[config.mk]
export PLATFORM = sky130hd
export DESIGN_NAME = cos_job_scheduler_flat
export DESIGN_NICKNAME = d
export VERILOG_FILES = /design/src/rtl/cos_sched_pkg.sv /design/src/rtl/cos_job_scheduler_if.sv /design/src/rtl/cos_job_scheduler_rr_arbiter.sv /design/src/rtl/cos_job_scheduler.sv /design/src/flat_wrapper.sv
export SDC_FILE = /design/constraint.sdc
export NUM_CORES = 1
export LEC_CHECK = 0
export BUFFER_PORTS_ARGS = -buffer_cell sky130_fd_sc_hd__buf_2
export CAP_MARGIN = 20
export CORE_MARGIN = 4
export CORE_UTILIZATION = 39
export DETAILED_ROUTE_END_ITERATION = 6
export GPL_TIMING_DRIVEN = 1
export PLACE_DENSITY = 0.68
export SLEW_MARGIN = 20
export SYNTH_ARGS = -nofsm -noshare
export SYNTH_HDL_FRONTEND = slang
export SYNTH_SLANG_ARGS = --single-unit
export TNS_END_PERCENT = 30
[constraint.sdc]
create_clock -name clk -period 4.8 [get_ports clk]
set_clock_uncertainty 0.2 [all_clocks]
set_input_delay 0.48 -clock clk [delete_from_list [all_inputs] [get_ports clk]]
set_output_delay 0.48 -clock clk [all_outputs]
set_load 0.01 [all_outputs]
[src/rtl/cos_sched_pkg.sv]
// Shared constants, state encoding and helpers for the cosine-accelerator job scheduler.
package cos_sched_pkg;

    localparam int DW_DEF      = 16;
    localparam int FRAC_BITS   = 8;
    localparam int TIMEOUT_DEF = 1023;

    localparam logic [2:0] ST_IDLE      = 3'd0;
    localparam logic [2:0] ST_ISSUE     = 3'd1;
    localparam logic [2:0] ST_WAIT_BUSY = 3'd2;
    localparam logic [2:0] ST_WAIT_DONE = 3'd3;
    localparam logic [2:0] ST_RESP      = 3'd4;

    typedef enum logic [2:0] {
        S_IDLE      = ST_IDLE,
        S_ISSUE     = ST_ISSUE,
        S_WAIT_BUSY = ST_WAIT_BUSY,
        S_WAIT_DONE = ST_WAIT_DONE,
        S_RESP      = ST_RESP
    } sched_state_t;

    // Watchdog must be able to hold the value TIMEOUT itself.
    function automatic int wd_width(input int timeout);
        return $clog2(timeout + 1);
    endfunction

    localparam int WDW_DEF = wd_width(TIMEOUT_DEF);

endpackage

[src/rtl/cos_job_scheduler_if.sv]
// Requester-side bus of the cosine job scheduler: job submission and result return.
interface cos_job_scheduler_if
    import cos_sched_pkg::*;
#(
    parameter int NREQ = 4,
    parameter int DW   = DW_DEF
) ();

    logic [NREQ-1:0]    req_valid;
    logic [NREQ*DW-1:0] req_x;
    logic [NREQ*DW-1:0] req_y;
    logic [NREQ-1:0]    req_ready;
    logic [NREQ-1:0]    resp_valid;
    logic [DW-1:0]      resp_w;
    logic               resp_err;

    modport master (
        output req_valid, req_x, req_y,
        input  req_ready, resp_valid, resp_w, resp_err
    );

    modport slave (
        input  req_valid, req_x, req_y,
        output req_ready, resp_valid, resp_w, resp_err
    );

endinterface

[src/rtl/cos_job_scheduler_rr_arbiter.sv]
// Combinational round-robin arbiter: first request at or after ptr, wrapping.
module rr_arbiter #(
    parameter int NREQ = 4
) (
    input  logic [NREQ-1:0]         req,
    input  logic [$clog2(NREQ)-1:0] ptr,
    input  logic                    en,
    output logic [NREQ-1:0]         gnt,
    output logic [$clog2(NREQ)-1:0] gnt_idx
);

    localparam int PW = $clog2(NREQ);

    int idx;

    // Scan from the farthest candidate back to ptr so the closest one wins.
    always_comb begin
        gnt     = '0;
        gnt_idx = '0;
        idx     = 0;
        if (en) begin
            for (int k = NREQ - 1; k >= 0; k--) begin
                idx = int'(ptr) + k;
                if (idx >= NREQ) begin
                    idx = idx - NREQ;
                end
                if (req[PW'(idx)]) begin
                    gnt             = '0;
                    gnt[PW'(idx)]   = 1'b1;
                    gnt_idx         = PW'(idx);
                end
            end
        end
    end

endmodule

[src/rtl/cos_job_scheduler.sv]
// Shares one cosine accelerator among NREQ requesters: round-robin grant,
// operand latch, start pulse, watchdog-guarded completion and result return.
//
//  state     | meaning
//  ----------+-----------------------------------------------------------
//  IDLE      | accelerator free; grant a requester when acc_ready=1
//  ISSUE     | one-cycle acc_start, watchdog cleared
//  WAIT_BUSY | waiting for the accelerator to drop Ready
//  WAIT_DONE | waiting for Ready to return with the result
//  RESP      | one-cycle resp_valid to the granted requester
module cos_job_scheduler
    import cos_sched_pkg::*;
#(
    parameter int NREQ    = 4,
    parameter int DW      = DW_DEF,
    parameter int TIMEOUT = TIMEOUT_DEF
) (
    input  logic                clk,
    input  logic                rst,
    cos_job_scheduler_if.slave  bus,
    output logic                acc_start,
    output logic [DW-1:0]       acc_x,
    output logic [DW-1:0]       acc_y,
    input  logic                acc_ready,
    input  logic [DW-1:0]       acc_w,
    output logic                busy,
    output logic [15:0]         jobs_done
);

    localparam int PW  = $clog2(NREQ);
    localparam int WDW = wd_width(TIMEOUT);
    localparam logic [WDW-1:0] WD_LIMIT = WDW'(TIMEOUT);
    localparam logic [PW-1:0]  LAST_REQ = PW'(NREQ - 1);

    sched_state_t    state, state_nxt;
    logic [PW-1:0]   rr_ptr;
    logic [PW-1:0]   gnt_idx_q;
    logic [NREQ-1:0] arb_gnt;
    logic [PW-1:0]   arb_idx;
    logic            arb_en;
    logic            grant;
    logic [WDW-1:0]  wd_cnt;
    logic [DW-1:0]   acc_x_q, acc_y_q;
    logic [DW-1:0]   resp_w_q;
    logic            resp_err_q;
    logic [15:0]     jobs_q;
    logic            done_ok, done_err;

    // Gating with rst keeps req_ready low while reset is held.
    assign arb_en = (state == S_IDLE) && acc_ready && !rst;
    assign grant  = |arb_gnt;

    rr_arbiter #(.NREQ(NREQ)) u_arb (
        .req     (bus.req_valid),
        .ptr     (rr_ptr),
        .en      (arb_en),
        .gnt     (arb_gnt),
        .gnt_idx (arb_idx)
    );

    always_ff @(posedge clk or posedge rst) begin
        if (rst) begin
            state <= S_IDLE;
        end else begin
            state <= state_nxt;
        end
    end

    // A Ready return in the timeout cycle takes precedence over the abort.
    always_comb begin
        state_nxt = state;
        done_ok   = 1'b0;
        done_err  = 1'b0;
        case (state)
            S_IDLE: begin
                if (grant) begin
                    state_nxt = S_ISSUE;
                end
            end
            S_ISSUE: begin
                state_nxt = S_WAIT_BUSY;
            end
            S_WAIT_BUSY: begin
                if (wd_cnt == WD_LIMIT) begin
                    done_err  = 1'b1;
                    state_nxt = S_RESP;
                end else if (!acc_ready) begin
                    state_nxt = S_WAIT_DONE;
                end
            end
            S_WAIT_DONE: begin
                if (acc_ready) begin
                    done_ok   = 1'b1;
                    state_nxt = S_RESP;
                end else if (wd_cnt == WD_LIMIT) begin
                    done_err  = 1'b1;
                    state_nxt = S_RESP;
                end
            end
            S_RESP: begin
                state_nxt = S_IDLE;
            end
            default: begin
                state_nxt = S_IDLE;
            end
        endcase
    end

    always_ff @(posedge clk or posedge rst) begin
        if (rst) begin
            rr_ptr     <= '0;
            gnt_idx_q  <= '0;
            acc_x_q    <= '0;
            acc_y_q    <= '0;
            wd_cnt     <= '0;
            resp_w_q   <= '0;
            resp_err_q <= 1'b0;
            jobs_q     <= '0;
        end else begin
            if (grant) begin
                gnt_idx_q <= arb_idx;
                rr_ptr    <= (arb_idx == LAST_REQ) ? '0 : arb_idx + 1'b1;
                acc_x_q   <= bus.req_x[arb_idx*DW +: DW];
                acc_y_q   <= bus.req_y[arb_idx*DW +: DW];
            end
            if (state == S_ISSUE) begin
                wd_cnt <= '0;
            end else if (state == S_WAIT_BUSY || state == S_WAIT_DONE) begin
                wd_cnt <= wd_cnt + 1'b1;
            end
            if (done_ok) begin
                resp_w_q   <= acc_w;
                resp_err_q <= 1'b0;
            end else if (done_err) begin
                resp_w_q   <= '0;
                resp_err_q <= 1'b1;
            end
            if (state == S_RESP && !resp_err_q) begin
                jobs_q <= jobs_q + 16'd1;
            end
        end
    end

    assign bus.req_ready  = arb_gnt;
    assign bus.resp_valid = (state == S_RESP) ? (NREQ'(1) << gnt_idx_q) : '0;
    assign bus.resp_w     = resp_w_q;
    assign bus.resp_err   = resp_err_q;
    assign acc_start      = (state == S_ISSUE);
    assign acc_x          = acc_x_q;
    assign acc_y          = acc_y_q;
    assign busy           = (state != S_IDLE);
    assign jobs_done      = jobs_q;

endmodule
[src/flat_wrapper.sv]
// flat-port wrapper written by rule: the top's interface ports become plain ports
module cos_job_scheduler_flat import cos_sched_pkg::*;
#(
    parameter int NREQ    = 4,
    parameter int DW      = DW_DEF,
    parameter int TIMEOUT = TIMEOUT_DEF
)
  (clk, rst, acc_start, acc_x, acc_y, acc_ready, acc_w, busy, jobs_done, bus_req_valid, bus_req_x, bus_req_y, bus_req_ready, bus_resp_valid, bus_resp_w, bus_resp_err);
  cos_job_scheduler_if #(.NREQ(NREQ), .DW(DW)) bus_i ();
  input  logic clk;
  input  logic rst;
  output logic acc_start;
  output logic [DW-1:0] acc_x;
  output logic [DW-1:0] acc_y;
  input  logic acc_ready;
  input  logic [DW-1:0] acc_w;
  output logic busy;
  output logic [15:0] jobs_done;
  input wire logic [$bits(bus_i.req_valid)-1:0] bus_req_valid;
  input wire logic [$bits(bus_i.req_x)-1:0] bus_req_x;
  input wire logic [$bits(bus_i.req_y)-1:0] bus_req_y;
  output wire logic [$bits(bus_i.req_ready)-1:0] bus_req_ready;
  output wire logic [$bits(bus_i.resp_valid)-1:0] bus_resp_valid;
  output wire logic [$bits(bus_i.resp_w)-1:0] bus_resp_w;
  output wire logic [$bits(bus_i.resp_err)-1:0] bus_resp_err;
  assign bus_i.req_valid = bus_req_valid;
  assign bus_i.req_x = bus_req_x;
  assign bus_i.req_y = bus_req_y;
  assign bus_req_ready = bus_i.req_ready;
  assign bus_resp_valid = bus_i.resp_valid;
  assign bus_resp_w = bus_i.resp_w;
  assign bus_resp_err = bus_i.resp_err;
  cos_job_scheduler #(.NREQ(NREQ), .DW(DW), .TIMEOUT(TIMEOUT)) u_core (.clk(clk), .rst(rst), .bus(bus_i), .acc_start(acc_start), .acc_x(acc_x), .acc_y(acc_y), .acc_ready(acc_ready), .acc_w(acc_w), .busy(busy), .jobs_done(jobs_done));
endmodule
======== Word level (Yosys, flattened, before mapping) ========
Cells that the tools add are included.
operators by class
  reductions and logical operators ........ 16
  add/subtract/negate cells ............... 10
  equality and inequality tests ........... 9
  $lt $le $gt $ge ......................... 12
  mux-type cells .......................... 57
  shift operators ......................... 3
operators by type and width
  cell                     number
  $shiftx A64 B7 Y16       2
  $mux W16                 2
  $mux W2                  14
  $mux W4                  6
  $mux W10                 2
  $mux W1                  18
  $add A16 B1 Y16 const B  1
  $lt A2 B4 Y1 const B     4
  $mux W3                  5
  $pmux W3 S4              1
  $add A10 B1 Y10 const B  1
  $eq A10 B10 Y1 const B   1
  $ge A3 B3 Y1 const B     3
  $bmux W1 S2              4
  $demux W1 S2             4
  $ge A2 B1 Y1 const B     4
  $sub A2 B1 Y2 const B    4
  $logic_and A1 B1 Y1      7
  $add A2 B2 Y3 const B    2
  $eq A3 B2 Y1 const B     2
  $ne A3 B2 Y1 const B     2
  $reduce_bool A2 Y1       2
  $reduce_or A4 Y1         1
  $shl A1 B2 Y4 const A    1
  13 further kinds         14
word-level totals
  input bits .............................. 151
  register bits after elaboration ......... 82

======== Longest topological paths before layout ========
Gate-level depths: netlist of run 1.
  word-level depth ........................ 16
  mapped depth ............................ 14

======== Hierarchy ========
A second synthesis of run 1 with hierarchy kept.
second synthesis, totals
  cell total of the unflattened synthesis .. 356
  area total of the unflattened synthesis .. 4670.7 um2
by module, submodules not included
  module             cells each  seq. area each (um2)  area an instance (um2)  instances
  cos_job_scheduler  294         2052.0                4135.2                  1
  rr_arbiter         62          0.0                   535.5                   1

======== Least setup slack after synthesis of run 1 ========
Ideal clock, no wire load.
  kind .................................... register -> register
  start ................................... reg u_core.rr_ptr[1]
  end ..................................... reg u_core.gnt_idx_q[0]
  path slack .............................. 0.864 ns
  data required time ...................... 4.475 ns
  period minus slack after synthesis ...... 3.936 ns
  cell stages (with the launch flop) ...... 13
  arrival ................................. 3.611 ns
  path through ............................ dfrtp_1 -> clkbuf_2 -> clkbuf_1 -> inv_1 -> ha_1 -> buf_1 -> mux2i_1 -> o22ai_1 -> a2111oi_4 -> o41ai_2 -> nor4_4 -> buf_6 -> mux2_2
between the ends
  cells in the longest elaborated chain, start to end .. 14
RTL lines
  item                                                                line                                                                    source
  start: declaration                                                  cos_job_scheduler.sv:36                                                 logic [PW-1:0] rr_ptr;
  start signal: assignment                                            cos_job_scheduler.sv:122                                                rr_ptr <= (arb_idx == LAST_REQ) ? '0 : arb_idx + 1'b1;
  $add A2 B2 Y3                                                       cos_job_scheduler_rr_arbiter.sv:23                                      idx = int'(ptr) + k;
  $ge A3 B3 Y1 or $sub A2 B1 Y2 (tied branches)                       cos_job_scheduler_rr_arbiter.sv:24, cos_job_scheduler_rr_arbiter.sv:25
  $mux W2                                                             cos_job_scheduler_rr_arbiter.sv:24                                      if (idx >= NREQ) begin
  $mux W2                                                             cos_job_scheduler_rr_arbiter.sv:21                                      if (en) begin
  $lt A2 B4 Y1 (implied by the code) or $ge A2 B1 Y1 (tied branches)  cos_job_scheduler_rr_arbiter.sv:29                                      gnt[PW'(idx)] = 1'b1;
  $logic_and A1 B1 Y1 (implied by the code)                           cos_job_scheduler_rr_arbiter.sv:29
  $mux W1 (implied by the code)                                       cos_job_scheduler_rr_arbiter.sv:29
  $demux W1 S2                                                        cos_job_scheduler_rr_arbiter.sv:29
  $mux W4 (3 in series)                                               cos_job_scheduler_rr_arbiter.sv:27                                      if (req[PW'(idx)]) begin
  $mux W4 *                                                           cos_job_scheduler_rr_arbiter.sv:27
  $mux W4 *                                                           cos_job_scheduler_rr_arbiter.sv:21
  via bus_req_ready[0]                                                flat_wrapper.sv:22                                                      output wire logic [$bits(bus_i.req_ready)-1:0] bus_req_ready;
  $reduce_or A4 Y1 *                                                  cos_job_scheduler.sv:51                                                 assign grant = |arb_gnt;
  end signal: assignment                                              cos_job_scheduler.sv:121                                                gnt_idx_q <= arb_idx;
  end: declaration                                                    cos_job_scheduler.sv:37                                                 logic [PW-1:0] gnt_idx_q;
The timed path passes the listed nets; every way through them passes the cells marked *. The select of a mux whose other input is x is not followed.
A chain may end at the register's enable or synchronous reset.

======== Worst setup path after layout of run 1 ========
  start ................................... reg u_core.rr_ptr[1]
  end ..................................... reg u_core.acc_y_q[4] (netlist: u_core.acc_y[4])
between the ends
  cells in the longest elaborated chain, start to end .. 14
RTL lines
  item                                                    line                      source
  branches (longest 14 deep; another with $add A2 B2 Y3)  -
  end signal: assignment                                  cos_job_scheduler.sv:124  acc_y_q <= bus.req_y[arb_idx*DW +: DW];
  end: declaration                                        cos_job_scheduler.sv:43   logic [DW-1:0] acc_x_q, acc_y_q;
Parallel ways; which one is timed is not known. The select of a mux whose other input is x is not followed.

==> results of run 1 <==
cells by family (layout without fill, tap and decap cells):
kind of cell	Yosys count	count (layout)	synth area share (%)
AOI/OAI and AO/OA	54	54	7.27
xor gates and xnor gates	15	15	2.62
adders and majority gates	10	10	2.50
buffers and inverters	36	257	3.72
DFF	82	82	41.0
muxes	149	149	31.4
other	0	2	0
and+or+nand+nor	120	120	11.5
worst register-to-register path, cell delays in order (launching register included):
cell,delay [ns]
dfrtp_1,0.33
buf_4,0.21
inv_1,0.12
ha_1,0.55
mux4_2,0.46
a2111oi_4,0.36
o41ai_2,0.16
nor4_4,0.27
buf_4,0.45
mux2_2,0.43
registers in the layout, indices dropped and copies added (netlist names):
name,flops
u_core.rr_ptr,2
u_core.gnt_idx_q,2
u_core.bus.resp_w,16
u_core.acc_x,16
u_core.acc_y,16
u_core.wd_cnt,10
u_core.state,3
u_core.jobs_done,16
u_core.bus.resp_err,1
worst max path at each step:
stage | start | endpoint | slack (ns) | cells past startpoint
6_report | u_core.rr_ptr[1]$_DFFE_PP0P_ | u_core.acc_y[4]$_DFFE_PP0P_ | 1.14 | 9
5_1_grt | u_core.rr_ptr[1]$_DFFE_PP0P_ | u_core.acc_y[4]$_DFFE_PP0P_ | 0.89 | 10
4_1_cts | u_core.rr_ptr[1]$_DFFE_PP0P_ | u_core.acc_y[4]$_DFFE_PP0P_ | 1.14 | 9
3_5_place_dp | u_core.rr_ptr[1]$_DFFE_PP0P_ | u_core.acc_x[13]$_DFFE_PP0P_ | 1.16 | 9
3_3_place_gp | u_core.rr_ptr[1]$_DFFE_PP0P_ | u_core.acc_x[9]$_DFFE_PP0P_ | 1.27 | 10
2_1_floorplan | u_core.rr_ptr[1]$_DFFE_PP0P_ | u_core.gnt_idx_q[0]$_DFFE_PP0P_ | 0.86 | 12
routing by layer:
metal	GRT usage (%)	routed length [um]
met1	20.6	5290
met2	30.3	6900
met3	4.80	1170
met4	5.32	191
met5	0	0
cell usage after synthesis (2+ instances only):
library cell    n
mux2_2         33
buf_4           4
mux4_2          2
inv_1           8
mux2i_1       103
ha_1           10
nor2_1         18
o31ai_1         2
nand2b_1        2
a31oi_1         3
nand2_1        54
xor2_1          5
o21ai_0        27
dfrtp_1        82
xnor2_1        10
mux2_1         11
buf_1           2
nand3_1        14
nor3_1          4
nor2b_1         4
buf_2          10
buf_6           3
nor4b_1         2
a22o_1          3
nand4_1         4
a211oi_1        3
a21oi_1         6
nor3b_1         2
or3_1           2
clkbuf_1        8
and3_1          9
where the power goes:
group | switching (mW) | internal [mW]
Combinational | 0.731 | 0.641
Sequential | 0.170 | 0.944
Clock | 0.282 | 0.464
Total | 1.18 | 2.05
per-stage QoR:
step | setup WS [ns] | power, mW | util [%]
6_report | 1.14 | 3.23 | 52.5
5_1_grt | 0.889 | 3.46 | 52.5
4_1_cts | 1.14 | 3.28 | 52.4
3_5_place_dp | 1.16 | 2.51 | 49.8
3_3_place_gp | 1.27 | 2.46 | 49.8
2_1_floorplan | 0.864 | 2.00 | -
area by class of cell:
class	count	area, um2
Antenna cell	2	5.00
Clock buffer	10	229
Clock inverter	6	97.6
Fill cell	1187	5990
Inverter	8	31.3
Multi-Input combinational cell	348	2790
Sequential cell	82	2050
Tap cell	172	215
Timing Repair Buffer	233	1200
==> results by group, run 1 <==
Finish
  • Commonest non-fill, non-tap cell in the layout: buf_2
  • Fin area: 6630 um2
  • Area growth, synth to finish: 32.3%
  • Final nets: 843
  • Most frequent cells in the layout: 225 x buf_2, 103 x mux2i_1, 82 x dfrtp_1, 54 x nand2_1, 33 x mux2_2
  • Share of layout cells above drive strength 1: 42.2%
  • Non-filler instance count after layout: 861

Timing
  • Peak Freq: 274 MHz
  • Worst hold slack: 0.133 ns
  • Fin crit period: 3.66 ns
  • Slew @ Worst Pin: 0.866 ns
  • Final Max Tran Viols: 0
  • Final worst-path cycle share: 76.2%
  • RSZ-0062 raised after global routing: false
  • Final setup viols: 0
  • Fin. Hold Viols: 0
  • Setup_tns: 0 ns
  • Max_slew headroom: 42.1%

Routing
  • Total Routed Length: 13500 um
  • WL/cell: 15.7 um
  • Vias: 4326
  • DR DRC count: 0
  • Drt pass-1 iters: 4
  • Initial DRC count: 198
  • Antenna-violating nets left: 0
  • Via/cell ratio: 5.02

Clock tree
  • # clock sinks: 82
  • # Post-CTS Setup Buffers: 0
  • Maximum clock insertion buffer count: 2
  • H-tree Lvls: 3
  • Hold Buf Count CTS: 0
  • CTS resizes: 0
  • Worst-Skew Late Latency: 0.33 ns
  • TritonCTS clock tree: built
  • Root buffer cell: clkbuf_16
  • TritonCTS buffer count: 9
  • Clock slew at reported path FFs: 0.06 ns

Global routing
  • Antenna violations before repair: 2
  • First-pass GRT wire length: 20600 um
  • Total grt overflow: 0
  • GRT Total Usage: 17.3%
  • Vias in the first global route: 4254
  • Largest net degree at the start of global routing: 83

Place
  • Routability cong.: 0.860
  • Placed cell area: 6290 um2
  • Port bufs: 225
  • Hpwl dp: 10600 um
  • Placed insts: 843

Critical path
  • Reg2Reg Setup Slack: 1.14 ns
  • CP dominant cell by count: buf_4
  • Slowest cell delay on critical path: 0.55 ns
  • RR Endpoint: u_core.acc_y[4]$_DFFE_PP0P_
  • Reg2Reg Depth: 9
  • Sequence of cells on the critical path: buf_4 > inv_1 > ha_1 > mux4_2 > a2111oi_4 > o41ai_2 > nor4_4 > buf_4 > mux2_2
  • Reg2Reg Launch Point: u_core.rr_ptr[1]$_DFFE_PP0P_
  • Worst Setup End Kind: flop
  • CP Max Fanout: 37
  • CP startpoint kind: flop
  • Critical path buffer and inverter count: 3
  • Kind of critical path: flop to flop
  • Worst EP required: 4.81 ns
  • Critical path's top delay family: multiplexers
  • Critical Path AT: 3.67 ns
  • Slowest cell on the critical path: ha_1

Floorplanning
  • Io pins: 226
  • Die area: 14700 um2
  • Chip Width: 121 um
  • Starting Density: 39.7%
  • FP Rows: 41
  • Core area: 12600 um2
  • Die Height: 121 um

Min path
  • Hold Path Class: primary input to async pin

Logic synthesis
  • Synth area leader: dfrtp_1
  • Synthesized Nets: 627
  • Mean post-synth cell area: 10.7 um2
  • Synthesized cell area: 5010 um2
  • Mapped Cells: 466
  • Yosys warning count: 0
  • Top cells by area, synth: dfrtp_1 41%, mux2i_1 21%, mux2_2 7.4%, nand2_1 4.0%, o21ai_0 2.7%
  • Yosys top cell area share: 41.0%
  • Top_reg_cell synth: dfrtp_1
  • Synth async-reset ratio: 100%
  • Number of synthesized flops with an enable pin: 0
  • Flops & latches, synth: 82
  • Netlist cell types: 47
  • Sequential area share after synthesis: 41.0%

Run status
  • Run status: finished clean

Job
  • Max_cap viols: 0

Power and ir drop
  • Worst vdd rail ir drop: 0.298 mV
  • P_leak: 3.11 nW
  • PD cells: 488 nW/um2
Note: power is estimated with default switching activity, not from simulation.
==> inputs of run 2 (changes only) <==
- PLACE_DENSITY: 0.68 -> 0.71
- clock period: 4.8 -> 3.25 ns (I/O delays scaled with it)
==> run 2 against run 1 <==
Clock power up 27%. Combinational power grew 60%. Setup slack worse by 1.0 ns. Flip-flop and latch count unchanged. Register-to-register slack got worse by 1.0 ns. Power grew 48%. Clock-buffer cell count decreased by 1. Wire length grew 6.6%. Non-clock buffer count rose by 22. Maximum frequency increased by 17%. Critical path type unchanged. Critical endpoint is now u_core.acc_x[13]$_DFFE_PP0P_.
==> results by group, run 2 (synthesized netlist as in run 1, its figures left out) <==
Run status
  • Run status: finished clean

Finish
  • Most frequent cells in the layout: 225 x buf_2, 102 x mux2i_1, 82 x dfrtp_1, 54 x nand2_1, 33 x mux2_2
  • Area of the multi-input gates: 2830 um2 (+1.2%)
  • FILL cells: 1100 (-7.3%)
  • Share of layout cells above drive strength 1: 43.3% (+1.1 points)
  • Area growth, synth to finish: 36.6%
  • Final nets: 865 (+2.6%)
  • Storage element area: 2050 um2 (unchanged)
  • Commonest non-fill, non-tap cell in the layout: buf_2
  • Ant diodes: 0 (-2)

Critical path
  • Worst EP required: 3.27 ns (-1.54 ns)
  • Critical path's top delay family: simple AND/OR/NAND/NOR gates
  • Kind of critical path: flop to flop
  • Worst Setup End Kind: flop
  • Slowest cell on the critical path: or3b_1
  • Critical path buffer and inverter count: 1 (-2)
  • Slowest cell delay on critical path: 0.53 ns (-0.02 ns)
  • CP startpoint kind: flop
  • CP Max Fanout: 29 (-22%)
  • Critical Path AT: 3.13 ns (-0.54 ns)
  • Sequence of cells on the critical path: or3_1 > or3b_1 > a221oi_4 > buf_6 > mux2i_1 > mux2i_1 > mux2_2
  • CP dominant cell by count: mux2i_1

Power and ir drop
  • Seq pwr share: 34.2% (-0.3 points)
  • Int Pwr: 2.98 mW (+45%)
  • Clock network power share: 19.8% (-3.3 points)
  • Worst vdd rail ir drop: 0.328 mV (+9.9%)
  • P_leak: 3.21 nW (+3.4%)
  • P_sw: 1.80 mW (+52%)
  • Sw Share: 37.6% (+1.0 points)
  • Power share of the combinational group: 45.9% (+3.4 points)
  • PD cells: 698 nW/um2 (+43%)

Routing
  • WL/cell: 16.4 um (+4.2%)
  • DR DRC count: 0 (unchanged)
  • Vias: 4443 (+2.7%)
  • Initial DRC count: 159 (-20%)
  • Antenna-violating nets left: 0 (unchanged)
  • Drt pass-1 iters: 4 (unchanged)
  • Via/cell ratio: 5.04 (+0.37%)
  • Total Routed Length: 14400 um (+6.6%)

Job
  • Max_cap viols: 0 (unchanged)

Floorplanning
  • Chip Width: 121 um (unchanged)
  • Die Height: 121 um (unchanged)
  • Io pins: 226 (unchanged)
  • Starting Density: 39.7% (unchanged)
  • Die area: 14700 um2 (unchanged)
  • Core area: 12600 um2 (unchanged)
  • FP Rows: 41 (unchanged)

Clock tree
  • TritonCTS clock tree: built
  • TritonCTS buffer count: 9 (unchanged)
  • H-tree Lvls: 3 (unchanged)
  • Worst-Skew Late Latency: 0.33 ns (about the same)
  • Root buffer cell: clkbuf_16
  • # clock sinks: 82 (unchanged)
  • Clock slew at reported path FFs: 0.07 ns (about the same)
  • Maximum clock insertion buffer count: 2 (unchanged)

Timing
  • Max_slew headroom: 44.8% (+2.8 points)
  • RSZ-0062 raised after global routing: false
  • Slew @ Worst Pin: 0.826 ns (-0.0395 ns)
  • Final worst-path cycle share: 95.7% (+20 points)
  • Peak Freq: 321 MHz (+17%)
  • Setup_tns: 0 ns (unchanged)
  • Fin. Hold Viols: 0 (unchanged)
  • Fin crit period: 3.11 ns (-0.544 ns)
  • Final Max Tran Viols: 0 (unchanged)
  • Worst hold slack: 0.00782 ns (-0.125 ns)
  • Final setup viols: 0 (unchanged)

Global routing
  • Total grt overflow: 0 (unchanged)
  • First-pass GRT wire length: 21900 um (+6.3%)
  • Largest net degree at the start of global routing: 59 (-29%)
  • Antenna violations before repair: 0 (-2)
  • GRT Total Usage: 18.5% (+1.2 points)
  • Vias in the first global route: 4503 (+5.9%)

Place
  • Port bufs: 225 (unchanged)
  • Routability cong.: 0.868 (+0.90%)
  • Hpwl dp: 11000 um (+4.7%)

Min path
  • Hold Path Class: primary input to flop
[run 2: power by group through the flow]
stage / Clock [mW] / Combinational (mW) / Sequential, mW
final: 0.945 / 2.19 / 1.63
after detailed placement: 0 / 2.20 / 1.65
after CTS: 0.973 / 2.21 / 1.64
after floorplan: 0 / 1.28 / 1.76
after global placement: 0 / 2.13 / 1.63
after global routing: 1.03 / 2.40 / 1.68
[run 2: tightest hold or removal path: cells and delay by family]
family	cells	cell delay (ns)
buffers and inverters	1	0.08
AOI/OAI and AO/OA	1	0.06
and+or+nand+nor	1	0.04
[run 2: routing by layer]
layer  vias up  share of wire (%)  GRT usage, %
met1      2089                 39          21.4
met3        20                8.4          4.85
met5         -                  0             0
li1       2149                  -             -
met4         0                1.3          5.39
met2       185                 51          33.3
[run 2: worst paths after layout]
| path | cells past startpoint | from | end | slack, ns |
|---|---|---|---|---|
| max | 7 | u_core.state[0]$_DFFE_PP0P_ | u_core.acc_x[13]$_DFFE_PP0P_ | 0.14 |
| min | 3 | acc_w[8] | u_core.bus.resp_w[8]$_DFFE_PP0P_ | 0.008 |
| max reg2reg | 7 | u_core.state[0]$_DFFE_PP0P_ | u_core.acc_x[13]$_DFFE_PP0P_ | 0.14 |
| min reg2reg | 1 | u_core.jobs_done[15]$_DFFE_PP0P_ | u_core.jobs_done[15]$_DFFE_PP0P_ | 0.27 |
| max in group asynchronous | 4 | rst | u_core.jobs_done[0]$_DFFE_PP0P_ | 1.60 |
| min in group asynchronous | 3 | rst | u_core.rr_ptr[1]$_DFFE_PP0P_ | 0.50 |
[run 2: area by class of cell]
type / count / area share [%]
Tap cell: 172 / 3.15
Multi-Input combinational cell: 348 / 41.3
Inverter: 8 / 0.457
Sequential cell: 82 / 30.0
Clock buffer: 9 / 3.29
Timing Repair Buffer: 255 / 21.0
Clock inverter: 7 / 0.805
[run 2: timing repair]
| item | 4_1_cts | 5_1_grt |
|---|---|---|
| gates resized for setup | 0 | 1 |
| hold buffers | 10 | 0 |
| setup buffers | 0 | 0 |
| endpoints found under the hold margin | 54 | 0 |
| setup endpoints to repair | 0 | 1 |
[run 2: stage by stage]
| step | power (mW) | area [um2] | std cells | util, % | setup slack (ns) |
|---|---|---|---|---|---|
| final | 4.77 | 6840 | 881 | 54.2 | 0.138 |
| after global routing | 5.11 | 6840 | 881 | 54.2 | 0.0167 |
| after CTS | 4.82 | 6820 | 880 | 54.1 | 0.0487 |
| after detailed placement | 3.85 | 6440 | 854 | 51.1 | 0.0710 |
| after global placement | 3.76 | 6440 | 854 | 51.1 | 0.146 |
| after floorplan | 3.04 | 5070 | 466 | - | 0.00648 |
